--- src/rtl/result_uart_tx.sv ---
// Serializes the argmax class index as an ASCII line (digit, CR, LF) on an 8N1 UART TX pin.
// Define RESULT_TX_PREFIX_EN to prepend "R:" to every line.
module result_uart_tx #(
    parameter int CLKS_PER_BIT = 5209
) (
    input  logic       clk,
    input  logic       resetn,
    input  logic       start,
    input  logic [3:0] class_idx,
    output logic       busy,
    output logic       tx_done,
    output logic       tx_serial
);

`ifdef RESULT_TX_PREFIX_EN
    localparam int N_CHARS = 5;
    localparam int PTR_W   = 3;
`else
    localparam int N_CHARS = 3;
    localparam int PTR_W   = 2;
`endif

    localparam logic [15:0]      BAUD_MAX = 16'(CLKS_PER_BIT - 1);
    localparam logic [PTR_W-1:0] LAST_PTR = PTR_W'(N_CHARS - 1);

    typedef enum logic [2:0] {
        IDLE,
        START_BIT,
        DATA_BITS,
        STOP_BIT,
        NEXT_CHAR,
        DONE
    } state_t;

    state_t           state_q, state_d;
    logic [15:0]      baud_q, baud_d;
    logic [2:0]       bit_q, bit_d;
    logic [PTR_W-1:0] ptr_q, ptr_d;
    logic [3:0]       idx_q, idx_d;
    logic [7:0]       byte_d;
    logic             bit_end;
    logic             tx_d, busy_d, done_d;

    function automatic logic [7:0] digit_char(input logic [3:0] idx);
        if (idx <= 4'd9) return 8'h30 + {4'h0, idx};
        return 8'h3F;
    endfunction

    function automatic logic [7:0] msg_byte(input logic [PTR_W-1:0] ptr, input logic [3:0] idx);
`ifdef RESULT_TX_PREFIX_EN
        case (ptr)
            3'd0:    return 8'h52;
            3'd1:    return 8'h3A;
            3'd2:    return digit_char(idx);
            3'd3:    return 8'h0D;
            default: return 8'h0A;
        endcase
`else
        case (ptr)
            2'd0:    return digit_char(idx);
            2'd1:    return 8'h0D;
            default: return 8'h0A;
        endcase
`endif
    endfunction

    always_ff @(posedge clk or negedge resetn) begin
        if (!resetn) begin
            state_q   <= IDLE;
            baud_q    <= '0;
            bit_q     <= '0;
            ptr_q     <= '0;
            idx_q     <= '0;
            tx_serial <= 1'b1;
            busy      <= 1'b0;
            tx_done   <= 1'b0;
        end else begin
            state_q   <= state_d;
            baud_q    <= baud_d;
            bit_q     <= bit_d;
            ptr_q     <= ptr_d;
            idx_q     <= idx_d;
            tx_serial <= tx_d;
            busy      <= busy_d;
            tx_done   <= done_d;
        end
    end

    always_comb begin
        state_d = state_q;
        baud_d  = baud_q;
        bit_d   = bit_q;
        ptr_d   = ptr_q;
        idx_d   = idx_q;
        bit_end = (baud_q == BAUD_MAX);

        case (state_q)
            IDLE: begin
                baud_d = '0;
                if (start) begin
                    idx_d   = class_idx;
                    ptr_d   = '0;
                    state_d = START_BIT;
                end
            end
            START_BIT: begin
                if (bit_end) begin
                    baud_d  = '0;
                    bit_d   = '0;
                    state_d = DATA_BITS;
                end else begin
                    baud_d = baud_q + 16'd1;
                end
            end
            DATA_BITS: begin
                if (bit_end) begin
                    baud_d = '0;
                    if (bit_q == 3'd7) state_d = STOP_BIT;
                    else               bit_d   = bit_q + 3'd1;
                end else begin
                    baud_d = baud_q + 16'd1;
                end
            end
            STOP_BIT: begin
                // The next-char decision is folded in here so the next start bit
                // follows the stop bit with no idle cycle on the line.
                if (bit_end) begin
                    baud_d = '0;
                    if (ptr_q != LAST_PTR) begin
                        ptr_d   = ptr_q + 1'b1;
                        state_d = START_BIT;
                    end else begin
                        state_d = DONE;
                    end
                end else begin
                    baud_d = baud_q + 16'd1;
                end
            end
            NEXT_CHAR: state_d = IDLE;
            DONE: begin
                baud_d  = '0;
                state_d = IDLE;
            end
            default: state_d = IDLE;
        endcase

        // Outputs are decoded from the next state and registered, keeping the pin glitch-free.
        byte_d = msg_byte(ptr_d, idx_d);
        case (state_d)
            START_BIT: tx_d = 1'b0;
            DATA_BITS: tx_d = byte_d[bit_d];
            default:   tx_d = 1'b1;
        endcase
        busy_d = (state_d == START_BIT) || (state_d == DATA_BITS) || (state_d == STOP_BIT);
        done_d = (state_d == DONE);
    end

endmodule

--- config.mk ---
export PLATFORM = sky130hd
export DESIGN_NAME = result_uart_tx
export DESIGN_NICKNAME = d
export VERILOG_FILES = /design/src/rtl/result_uart_tx.sv
export SDC_FILE = /design/constraint.sdc
export NUM_CORES = 1
export LEC_CHECK = 0
export ABC_CLOCK_PERIOD_IN_PS = 3000
export BUFFER_PORTS_ARGS = -buffer_cell sky130_fd_sc_hd__buf_2
export CELL_PAD_IN_SITES_DETAIL_PLACEMENT = 0
export CELL_PAD_IN_SITES_GLOBAL_PLACEMENT = 1
export CORE_ASPECT_RATIO = 0.75
export CORE_MARGIN = 2
export CORE_UTILIZATION = 47
export DETAILED_ROUTE_END_ITERATION = 8
export PLACE_DENSITY_LB_ADDON = 0.1
export SKIP_CTS_REPAIR_TIMING = 1
export SYNTH_ARGS = -nofsm -noshare
export SYNTH_HDL_FRONTEND = slang
export SYNTH_SLANG_ARGS = --single-unit
--- constraint.sdc ---
create_clock -name clk -period 3 [get_ports clk]
set_input_delay 0 -clock clk [delete_from_list [all_inputs] [get_ports clk]]
set_output_delay 0 -clock clk [all_outputs]
set_load 0.05 [all_outputs]
==> Yosys cells after proc, flatten, opt, wreduce, memory -nomap -nowiden <==
Index checks and enable logic that the tools add are counted.
{ "classes": {"add_sub_neg": 4, "multipliers": 0, "div": 0, "order_cmp": 2, "n_eq_ne": 12, "shift": 0, "mux": 27, "bitwise": 0, "n_reduce_logical": 7} }
{ "op_table": {"columns": ["op", "count"], "rows": [
  ["16-bit case mux with 2 select lines", 1],
  ["3-bit two-way mux", 9],
  ["16-bit by 1-bit adder with 16-bit output (second input constant)", 1],
  ["16-bit by 13-bit == test with 1-bit output (second input constant)", 1],
  ["16-bit two-way mux", 1],
  ["8-bit two-way mux", 2],
  ["8-bit case mux with 2 select lines", 1],
  ["3-bit by 2-bit == test with 1-bit output (second input constant)", 4],
  ["3-bit case mux with 4 select lines", 1],
  ["3-bit == test (second input constant)", 3],
  ["4-bit two-way mux", 2],
  ["6-bit by 4-bit adder with 7-bit output (first input constant)", 1],
  ["3-bit by 1-bit == test with 1-bit output (second input constant)", 2],
  ["2-bit two-way mux", 3],
  ["3-bit case mux with 2 select lines", 1],
  ["4-bit less-or-equal comparator (second input constant)", 1],
  ["3-bit by 4-bit less-than comparator with 1-bit output (second input constant)", 1],
  ["2-bit case mux with 2 select lines", 1],
  ["3-bit by 1-bit adder with 3-bit output (second input constant)", 1],
  ["1-bit binary-select mux with 3-bit select", 1],
  ["3-bit zero test", 1],
  ["1-bit two-way mux", 3],
  ["3-bit OR reduction", 1],
  ["2-bit by 1-bit adder with 2-bit output (second input constant)", 1],
  ["7 further kinds", 8]
]} }
{ "totals": {"reg_bits": 31, "latchBits": 0, "ram_bits": 0, "rom_bits": 0, "inputBits": 7, "mem_count": 0} }

==> Logic depth before layout (Yosys ltp) <==
Gate-level depths: netlist of the first run.
{ "logic_depth": {"ltp_word": 11, "depth_mapped": 10, "depth_no_buf": 10} }

==> Least setup slack after synthesis of the first run <==
Ideal clock, no wire load.
{ "synth_timing": {"path_type": "register to register", "startpoint": "register baud_q[0]", "endpoint": "register tx_serial", "setup_ns": 0.082, "arrival_ns": 2.158, "slack_ns": 0.760, "stages_incl_launch_ff": 10, "synth_period_minus_slack_ns": 2.240, "path_cell_list": "dfrtp_1 inv_1 ha_1 nor4b_4 nand4_4 o21a_1 or2_4 a211o_1 o211a_1 o31a_1"} }
{ "synth_via": {"elab_chain_len": 8} }
{ "synth_lines": {"columns": ["item", "line_no", "rtl"], "rows": [
  ["from (decl)", "36", "logic [15:0] baud_q, baud_d;"],
  ["from (signal assigned)", "79", "baud_q <= baud_d;"],
  ["16-bit by 13-bit == test with 1-bit output *", "95", "bit_end = (baud_q == BAUD_MAX);"],
  ["2-bit two-way mux *", "127", "if (bit_end) begin"],
  ["2-bit case mux with 2 select lines *", "97", "case (state_q)"],
  ["net ptr_d[0]", "38", "logic [PTR_W-1:0] ptr_q, ptr_d;"],
  ["2-bit by 1-bit == test with 1-bit output or 2-bit zero test (tied branches)", "59", "case (ptr)"],
  ["8-bit case mux with 2 select lines *", "59", null],
  ["1-bit binary-select mux with 3-bit select *", "151", "DATA_BITS: tx_d = byte_d[bit_d];"],
  ["1-bit two-way mux (not written as such) *", "151", null],
  ["1-bit case mux with 2 select lines *", "149", "case (state_d)"],
  ["net tx_d", "42", "logic tx_d, busy_d, done_d;"],
  ["to (signal assigned)", "83", "tx_serial <= tx_d;"],
  ["to (decl)", "12", "output logic tx_serial"]
]} }
Mark *: on every way through the listed nets, which the timed path passes. The rest lies on a longest branch. The select of a mux whose other input is x is not followed.
A chain may end at the register's enable or synchronous reset.

==> Worst setup path in the final report of the first run <==
Ends and elaborated chain as after synthesis.

==> impl_metrics.ini, run 1 <==
[route]
postRouteAntennaNets = 0
drt_first_pass_iters = 4
wire_per_inst_um = 15.39
drt_iter0_markers = 117
wl_um = 3971
vias_per_cell = 5.709
drc = 0
vias = 1473

[timing]
finalSetupViolCount = 0
maxSlewViolCount = 0
tns_ns = 0
fmax_mhz = 399.8
hold_viol = 0
relSlewSlack = 0.5485
fin_worst_skew_ns = 0.004415
tightest_slew_ns = 0.6773
min_period_ns = 2.501
rsz0062_at_grt = no
fin_crit_sh = 0.8337

[setup_path]
critPathLaunchType = flop
r2r_end = tx_serial
critPathKind = reg -> reg
worstSetupEndpointType = flop
cp_cell_sequence = inv_1 > ha_1 > nor4b_4 > nand4_4 > o21a_1 > or2_4 > or4b_1 > nand2_1 > o31a_1
worstReg2RegStart = baud_q[0]
startpoint = baud_q[0]
crit_fanout = 9
critPathMaxStageDelay_ns = 0.56
slowest_stage = or4b_1
crit_arrival_ns = 2.72
critPathRequiredTime_ns = 3.22
r2r_cells = 9
r2r_setup_slack_ns = 0.50

[clocking]
insertion_delay_ns = 0.28
htreeDepth = 2
clk_path_buf_depth = 2
cts_made_buffers = 5
cts_tree = built
path_clk_slew_ns = 0.07
cts_sinks = 31
root_buffer = clkbuf_8

[placed_design]
portBuffers = 9
gp_congestion = 0.8852
dp.final_hpwl_um = 2943
placed_area_sq_um = 1911

[final_layout]
drive_above_1_share = 0.1553
multi_input_area_sq_um = 978.4
nets = 217
antennaDiodeCount = 0
final_area_sq_um = 2063
area_delta_synth_final_pct = 14.04
regArea_sq_um = 777.0
num-fill-cells = 332

[grt]
grt_usage = 0.2191
first_global_vias = 1428
antenna_found_initial = 0
grt_pass1_wl_um = 7107
grt_max_degree = 32
overflow = 0

[synthesis]
yosysTopAreaCellShare = 0.4149
synth_top_area_cell = dfrtp_1
ys_ff_latch = 31
async_flop_share = 1.000
ys_seq_area_frac = 0.4295
synth_edf_count = 0
synth_fp_nets = 203
synthCells = 191
synth.top_cells.by_count = 30 x dfrtp_1, 29 x nand2_1, 23 x o21ai_0
synthFlopType = dfrtp_1
syn-mean-instance-area_sq_um = 9.472
synthMostInstantiatedCell = dfrtp_1
synth_area_leaders = dfrtp_1 41%, o21ai_0 6.4%, nand2_1 6.0%
ys_types = 48
netlist_area_sq_um = 1809
ys_warn_count = 0

[worst_hold_path]
hold_start = class_idx[2]
min_to = idx_q[2]
hold_path_class = in -> reg
hold_depth = 2

[power]
power_density_nw_per_um2 = 451.4
vdd_ir_drop_max_v = 0.0002486
leakagePower_nw = 0.8977

[floorplanning]
die_w_um = 75.64
ios = 10
rows = 19
die_area_sq_um = 4367
coreArea_sq_um = 3685
initial_core_util = 0.4910
fp.dieH_um = 57.73

[run_status]
status = completed

[flow_run]
drv_cap = 0
[flip-flops by register name, summed over array words and instances (netlist names)]
name and count:
baud_q 16, bit_q 3, busy 1, idx_q 4, ptr_q 2, state_q 3
tx_done 1, tx_serial 1
[area by class of cell]
cell class / count / share of cell area
Tap cell: 52 / 0.03153
Clock inverter: 2 / 0.02911
Multi-Input combinational cell: 146 / 0.4742
Clock buffer: 6 / 0.03517
Timing Repair Buffer: 13 / 0.03881
Inverter: 8 / 0.01455
Sequential cell: 31 / 0.3766
[layout by cell type, fill, tap and decap left out, drive strengths merged, types with 2 or more instances in the layout]
master	instances
a21oi	8
a31oi	2
and3	6
and4	3
buf	11
bufinv	2
clkbuf	6
dfrtp	30
dlygate4sd3	2
ha	5
inv	8
mux2	5
nand2	29
nand2b	2
nand3	5
nand4	4
nor2	13
nor3	4
nor4b	6
o21a	4
o21ai	24
o41ai	3
xor2	3
[power breakdown]
group          leakage [nW]  total [mW]  switching (mW)  internal [mW]
Combinational         0.432      0.0238          0.0137         0.0101
Clock                0.0654       0.486           0.154          0.332
Sequential            0.400       0.422        0.000975          0.421
Total                 0.898       0.931           0.169          0.763
[per-layer routing]
metal	global-route usage	vias up	routed length [um]
li1	-	726	-
met1	0.3418	704	1979
met5	0	-	0
met4	0.07018	0	43
met3	0.04696	5	237
met2	0.3006	38	1710
[worst max-delay path by stage]
stage,to,slack [ns]
5_1_grt,tx_serial,0.31
6_report,tx_serial,0.50
3_3_place_gp,tx_serial,0.60
4_1_cts,tx_serial,0.50
3_5_place_dp,tx_serial,0.53
2_1_floorplan,tx_serial,0.76
[cells by family after synthesis]
logic type	after synthesis	share of synthesized area
buffers and inverters	14	0.02973
AO/OA/AOI/OAI	53	0.1847
multiplexers	6	0.03665
adder cells (fa/ha/maj)	5	0.03458
flip-flops	31	0.4295
AND/OR/NAND/NOR	79	0.2704
XOR/XNOR	3	0.01453
[worst max-delay path: cells and delay by family, from the launching register on]
family	cells	cell delay, ns
flops	1	0.44
compound gates	2	0.36
simple gates	5	1.40
fa+ha+maj	1	0.16
buf+inv	1	0.08
[stage by stage]
stage          utilization  setup WS [ns]  cells  hold WS (ns)  total power [mW]
4_1_cts             0.5545         0.5033    256       -0.2192            0.9430
5_1_grt             0.5599         0.3131    258      0.006933            0.9710
2_1_floorplan            -         0.7605    191       -0.2956            0.4374
6_report            0.5599         0.4990    258      0.009458            0.9314
3_3_place_gp        0.5185         0.6019    248       0.08131            0.4514
3_5_place_dp        0.5185         0.5341    248       0.08910            0.4521
Power figures use the tool's default switching activity.
==> run 2: changes to the inputs <==
Settings changed: ABC_CLOCK_PERIOD_IN_PS 3000 to 2390.
Clock period 3 ns to 2.39 ns, I/O delays scaled along.
==> run 2 against run 1 <==
  * Core utilization up 4.4 points
  * Flip-flop and latch count did not move
  * Worst hold slack better by 0.011 ns
  * Count of clock-buffer cells in the layout increased by 1
  * Via count rose by 6.4%
  * Die area did not move
  * Register-to-register slack got worse by 0.44 ns
  * Combinational power is 31% higher
  * Maximum frequency rose by 7.3%
  * Clock skew grew 0.00081 ns
  * Clock power decreased by 13%
  * Total power up 5.8%
  * Critical path type unchanged
==> impl_metrics.ini, run 2 (synthesis results as in run 1) <==
[run_status]
status = completed

[timing]
tightest_slew_ns = 0.7042
min_period_ns = 2.332
fin_worst_skew_ns = 0.005222
fmax_mhz = 428.8
finalSetupViolCount = 0
rsz0062_at_grt = yes
hold_viol = 0
tns_ns = 0
maxSlewViolCount = 0
relSlewSlack = 0.5305
fin_crit_sh = 0.9757

[placed_design]
gp_congestion = 0.8965
dp.final_hpwl_um = 3195
portBuffers = 9

[power]
swShare = 0.2150
intPower_mw = 0.7735
p_switching_mw = 0.2119
combPwrFrac = 0.032
leakagePower_nw = 0.9930
p_clk_frac = 0.431
seqPwrFrac = 0.537
vdd_ir_drop_max_v = 0.0003620
power_density_nw_per_um2 = 442.9
p_total_mw = 0.9854

[grt]
top_usage_layer = met1
grtUsageMet3 = 0.06435
overflow = 0
grt_usage = 0.2256
antenna_found_initial = 0
met1_usage = 0.3378
grt_max_degree = 32
first_global_vias = 1472
grt.met2_usage = 0.3130
grt_pass1_wl_um = 7245

[clocking]
htreeDepth = 2
clk_path_buf_depth = 2
root_buffer = clkbuf_8
cts_sinks = 31
cts_tree = built
cts_made_buffers = 5
insertion_delay_ns = 0.28
path_clk_slew_ns = 0.07

[final_layout]
final_common_cell = dfrtp_1
mostFrequentLayoutCells = 30 x dfrtp_1, 28 x nand2_1, 23 x o21ai_0
antennaDiodeCount = 0
largest-register = baud_q
largestRegisters = baud_q: 16 flops, idx_q: 4 flops
nets = 238
final_util = 0.6037
drive_above_1_share = 0.2687
largest_reg_flops = 16
area_delta_synth_final_pct = 22.96

[setup_path]
critPathLaunchType = flop
critPathRequiredTime_ns = 2.62
crit_arrival_ns = 2.56
crit_fanout = 5
r2r_setup_slack_ns = 0.06
critPathKind = reg -> reg
worstSetupEndpointType = flop

[route]
drt_iter0_markers = 85
vias = 1567
drc = 0
vias_per_cell = 5.616
drt_first_pass_iters = 4
wire_per_inst_um = 15.95
postRouteAntennaNets = 0
wl_um = 4450

[worst_hold_path]
hold_path_class = in -> reg

[floorplanning]
rows = 19
coreArea_sq_um = 3685
initial_core_util = 0.4910
ios = 10
die_w_um = 75.64
fp.dieH_um = 57.73
die_area_sq_um = 4367

[flow_run]
drv_cap = 0
run 2: final timing paths:
| kind | from | end | cells past startpoint |
|---|---|---|---|
| min reg2reg | idx_q[0] | idx_q[0] | 1 |
| min in group asynchronous | resetn | baud_q[13] | 2 |
| max reg2reg | baud_q[1] | tx_serial | 9 |
| max | baud_q[1] | tx_serial | 9 |
| min | class_idx[2] | idx_q[2] | 2 |
| max in group asynchronous | resetn | idx_q[2] | 2 |
run 2: layer usage:
| layer | vias to the layer above | wire, um |
|---|---|---|
| li1 | 771 | - |
| met1 | 742 | 2256 |
| met2 | 48 | 1876 |
| met3 | 6 | 256 |
| met4 | 0 | 60 |
| met5 | - | 0 |
run 2: critical path, stage by stage, from the launching register on:
cell,delay (ns)
dfrtp_1,0.42
inv_2,0.09
ha_4,0.12
nor4b_4,0.29
nand4_4,0.18
o21a_1,0.24
or2_4,0.24
or4b_1,0.48
nand2_1,0.08
o31a_1,0.13
run 2: final cells by class:
class	instances	area (sq um)
clock buffers	7	86.33
fillers	320	1460
inverters	8	30.03
flip-flops and latches	31	777.0
multi-input cells	147	1031
well taps	52	65.06
repair buffers	33	230.2
clock inverters	1	5.005
run 2: per-stage QoR:
| stage | std cells | worst slack, ns | hold WS, ns | area, sq um |
|---|---|---|---|---|
| after floorplan | 191 | 0.1505 | -0.2956 | 1809 |
| final | 279 | 0.05814 | 0.02003 | 2225 |
| after detailed placement | 262 | -0.002189 | 0.09261 | 2016 |
| after global placement | 262 | 0.07618 | 0.08682 | 2016 |
| after global routing | 279 | -0.02024 | 0.01217 | 2225 |
| after CTS | 270 | -0.01234 | -0.2159 | 2107 |
run 2: power by group through the flow:
stage / combinational [mW] / sequential [mW] / clock (mW)
5_1_grt: 0.0352 / 0.530 / 0.456
6_report: 0.0311 / 0.530 / 0.425
4_1_cts: 0.0289 / 0.530 / 0.432
3_3_place_gp: 0.0279 / 0.539 / 0
3_5_place_dp: 0.0288 / 0.539 / 0
2_1_floorplan: 0.0102 / 0.539 / 0
==> run 3: changes to the inputs <==
Settings changed: ABC_AREA from default to 1, CORE_UTILIZATION 47 to 45.
==> run 3 against run 2 <==
  * The run now ends with negative hold slack left
  * Synthesized cell count grew 31%
  * Area after synthesis increased by 3.9%
  * Sequential share of layout area increased by 1.5 points
  * Final area down 4.0%
  * Worst setup slack improved by 0.33 ns
  * Critical path type unchanged
  * Critical endpoint unchanged
==> impl_metrics.ini, run 3 <==
[run_status]
status = finished with violations
violations = negative hold slack

[flow_run]
drv_cap = 0

[floorplanning]
ios = 10
die_area_sq_um = 4718
coreArea_sq_um = 4029
die_w_um = 78.65
rows = 20
initial_core_util = 0.4668
fp.dieH_um = 59.99

[power]
vdd_ir_drop_max_v = 0.0004084
combPwrFrac = 0.026
power_density_nw_per_um2 = 477.0
intPower_mw = 0.8000
swShare = 0.2143
seqPwrFrac = 0.520
p_switching_mw = 0.2182
p_clk_frac = 0.455
leakagePower_nw = 1.062
p_total_mw = 1.018

[clocking]
root_buffer = clkbuf_8
htreeDepth = 2
cts_tree = built
clk_path_buf_depth = 2
cts_made_buffers = 5
insertion_delay_ns = 0.29
cts_sinks = 31
path_clk_slew_ns = 0.06

[final_layout]
multi_input_area_sq_um = 960.9
antennaDiodeCount = 0
mostFrequentLayoutCells = 54 x nand2_1, 30 x inv_1, 30 x dfrtp_1
num-fill-cells = 378
regArea_sq_um = 777.0
instances_no_fill = 325
drive_above_1_share = 0.1815
final_common_cell = nand2_1
largest-register = baud_q
largestRegisters = baud_q: 16 flops, idx_q: 4 flops
area_delta_synth_final_pct = 13.51
nets = 281
largest_reg_flops = 16

[timing]
tightest_slew_ns = 0.7012
fmax_mhz = 499.8
fin_crit_sh = 0.8371
min_period_ns = 2.001
fin_worst_skew_ns = 0.01065
layout_setup_ws_ns = 0.3893
hold_viol = 1
relSlewSlack = 0.5325
tns_ns = 0
maxSlewViolCount = 0
finalSetupViolCount = 0
rsz0062_at_grt = no
holdWs_ns = -0.02249

[placed_design]
dp.final_hpwl_um = 2878
pre_cts_ws_ns = 0.4227
portBuffers = 9
place_inst = 314
gp_congestion = 0.8336

[route]
drc = 0
wl_um = 3898
drt_first_pass_iters = 4
vias = 1604
wire_per_inst_um = 11.99
postRouteAntennaNets = 0
vias_per_cell = 4.935
drt_iter0_markers = 106

[setup_path]
crit_fanout = 4
r2r_cells = 13
worstReg2RegStart = baud_q[0]
r2r_end = tx_serial
critPathKind = reg -> reg
worstSetupEndpointType = flop
critPathMaxStageDelay_ns = 0.40
slowest_stage = dfrtp_1
critPathLaunchType = flop
crit_top_cell = nand2_1
critPathBufInv = 2
crit_family = simple AND/OR/NAND/NOR gates
startpoint = baud_q[0]
r2r_setup_slack_ns = 0.39
cp_cell_sequence = inv_1 > ha_1 > nand2_1 > inv_1 > nand2_1 > nor2_1 > nand2_1 > nand2_1 > nand3_1 > a31oi_1 > nand2_1 > a21oi_1 > a21oi_1
endpoint = tx_serial
crit_cells = 13
crit_arrival_ns = 2.21
critPathRequiredTime_ns = 2.60

[worst_hold_path]
hold_path_class = in -> reg

[synthesis]
ys_warn_count = 0
netlist_area_sq_um = 1881
ys_ff_latch = 31
ys_seq_area_frac = 0.4132
syn-mean-instance-area_sq_um = 7.522
async_flop_share = 1.000
synth.top_cells.by_count = 54 x nand2_1, 30 x dfrtp_1, 30 x inv_1
synthFlopType = dfrtp_1
synth_edf_count = 0
synth_fp_nets = 262
synthMostInstantiatedCell = nand2_1
yosysTopAreaCellShare = 0.3992
synth_top_area_cell = dfrtp_1
synth_area_leaders = dfrtp_1 40%, nand2_1 11%, nand3_1 6.4%
ys_types = 35
synthCells = 250

[grt]
grt_pass1_wl_um = 6561
overflow = 0
antenna_found_initial = 0
first_global_vias = 1339
grt_max_degree = 32
grt_usage = 0.1871
==> run 3: logic make-up (layout without fill, tap and decap cells) <==
family	count (synthesis)	count (layout)	synth area share
AND/OR/NAND/NOR	140	140	0.3666
XOR/XNOR	1	1	0.004658
buffers and inverters	37	57	0.07585
adder cells (fa/ha/maj)	5	5	0.03327
AO/OA/AOI/OAI	36	36	0.1065
flip-flops	31	31	0.4132
==> run 3: layout make-up <==
type,count,area share
clock buffers,8,0.04689
inverters,34,0.06096
multi-input cells,182,0.4502
well taps,55,0.03224
flip-flops and latches,31,0.3640
repair buffers,15,0.04572
==> run 3: how the worst min path moves through the flow <==
stage | startpoint | end | cells after the start
after floorplan | resetn | baud_q[0] | 0
after global placement | resetn | baud_q[1] | 1
after detailed placement | resetn | baud_q[1] | 1
after global routing | class_idx[2] | idx_q[2] | 3
final | class_idx[2] | idx_q[2] | 3
after CTS | resetn | baud_q[3] | 1
==> run 3: power groups by stage <==
stage	combinational [mW]	clock (mW)	sequential [mW]
finish	0.0260	0.463	0.529
global route	0.0304	0.497	0.529
CTS	0.0236	0.471	0.529
detailed placement	0.0235	0	0.539
global placement	0.0233	0	0.539
floorplan	0.00642	0	0.539
==> run 3: layer usage <==
metal  track usage  up-vias  wire (um)
met5             0        -          0
met4       0.06767        0         60
met3       0.04532        7        251
met2        0.2393       43       1453
met1        0.2974      700       2133
li1              -      854          -
==> run 3: stage by stage <==
step / hold slack (ns) / util / instance area (sq um)
after CTS: -0.2173 / 0.5224 / 2105
after global placement: 0.09600 / 0.4975 / 2004
after detailed placement: 0.09235 / 0.4975 / 2004
after floorplan: -0.2956 / - / 1881
after global routing: 0.02596 / 0.5298 / 2135
final: -0.02249 / 0.5298 / 2135
==> run 3: worst register-to-register path, delay by kind of cell, from the launching register on <==
family                     cells  cell delay (ns)
AOI/OAI and AO/OA              3             0.50
adders and majority gates      1             0.18
buffers and inverters          2             0.15
DFF                            1             0.40
and+or+nand+nor                7             0.70
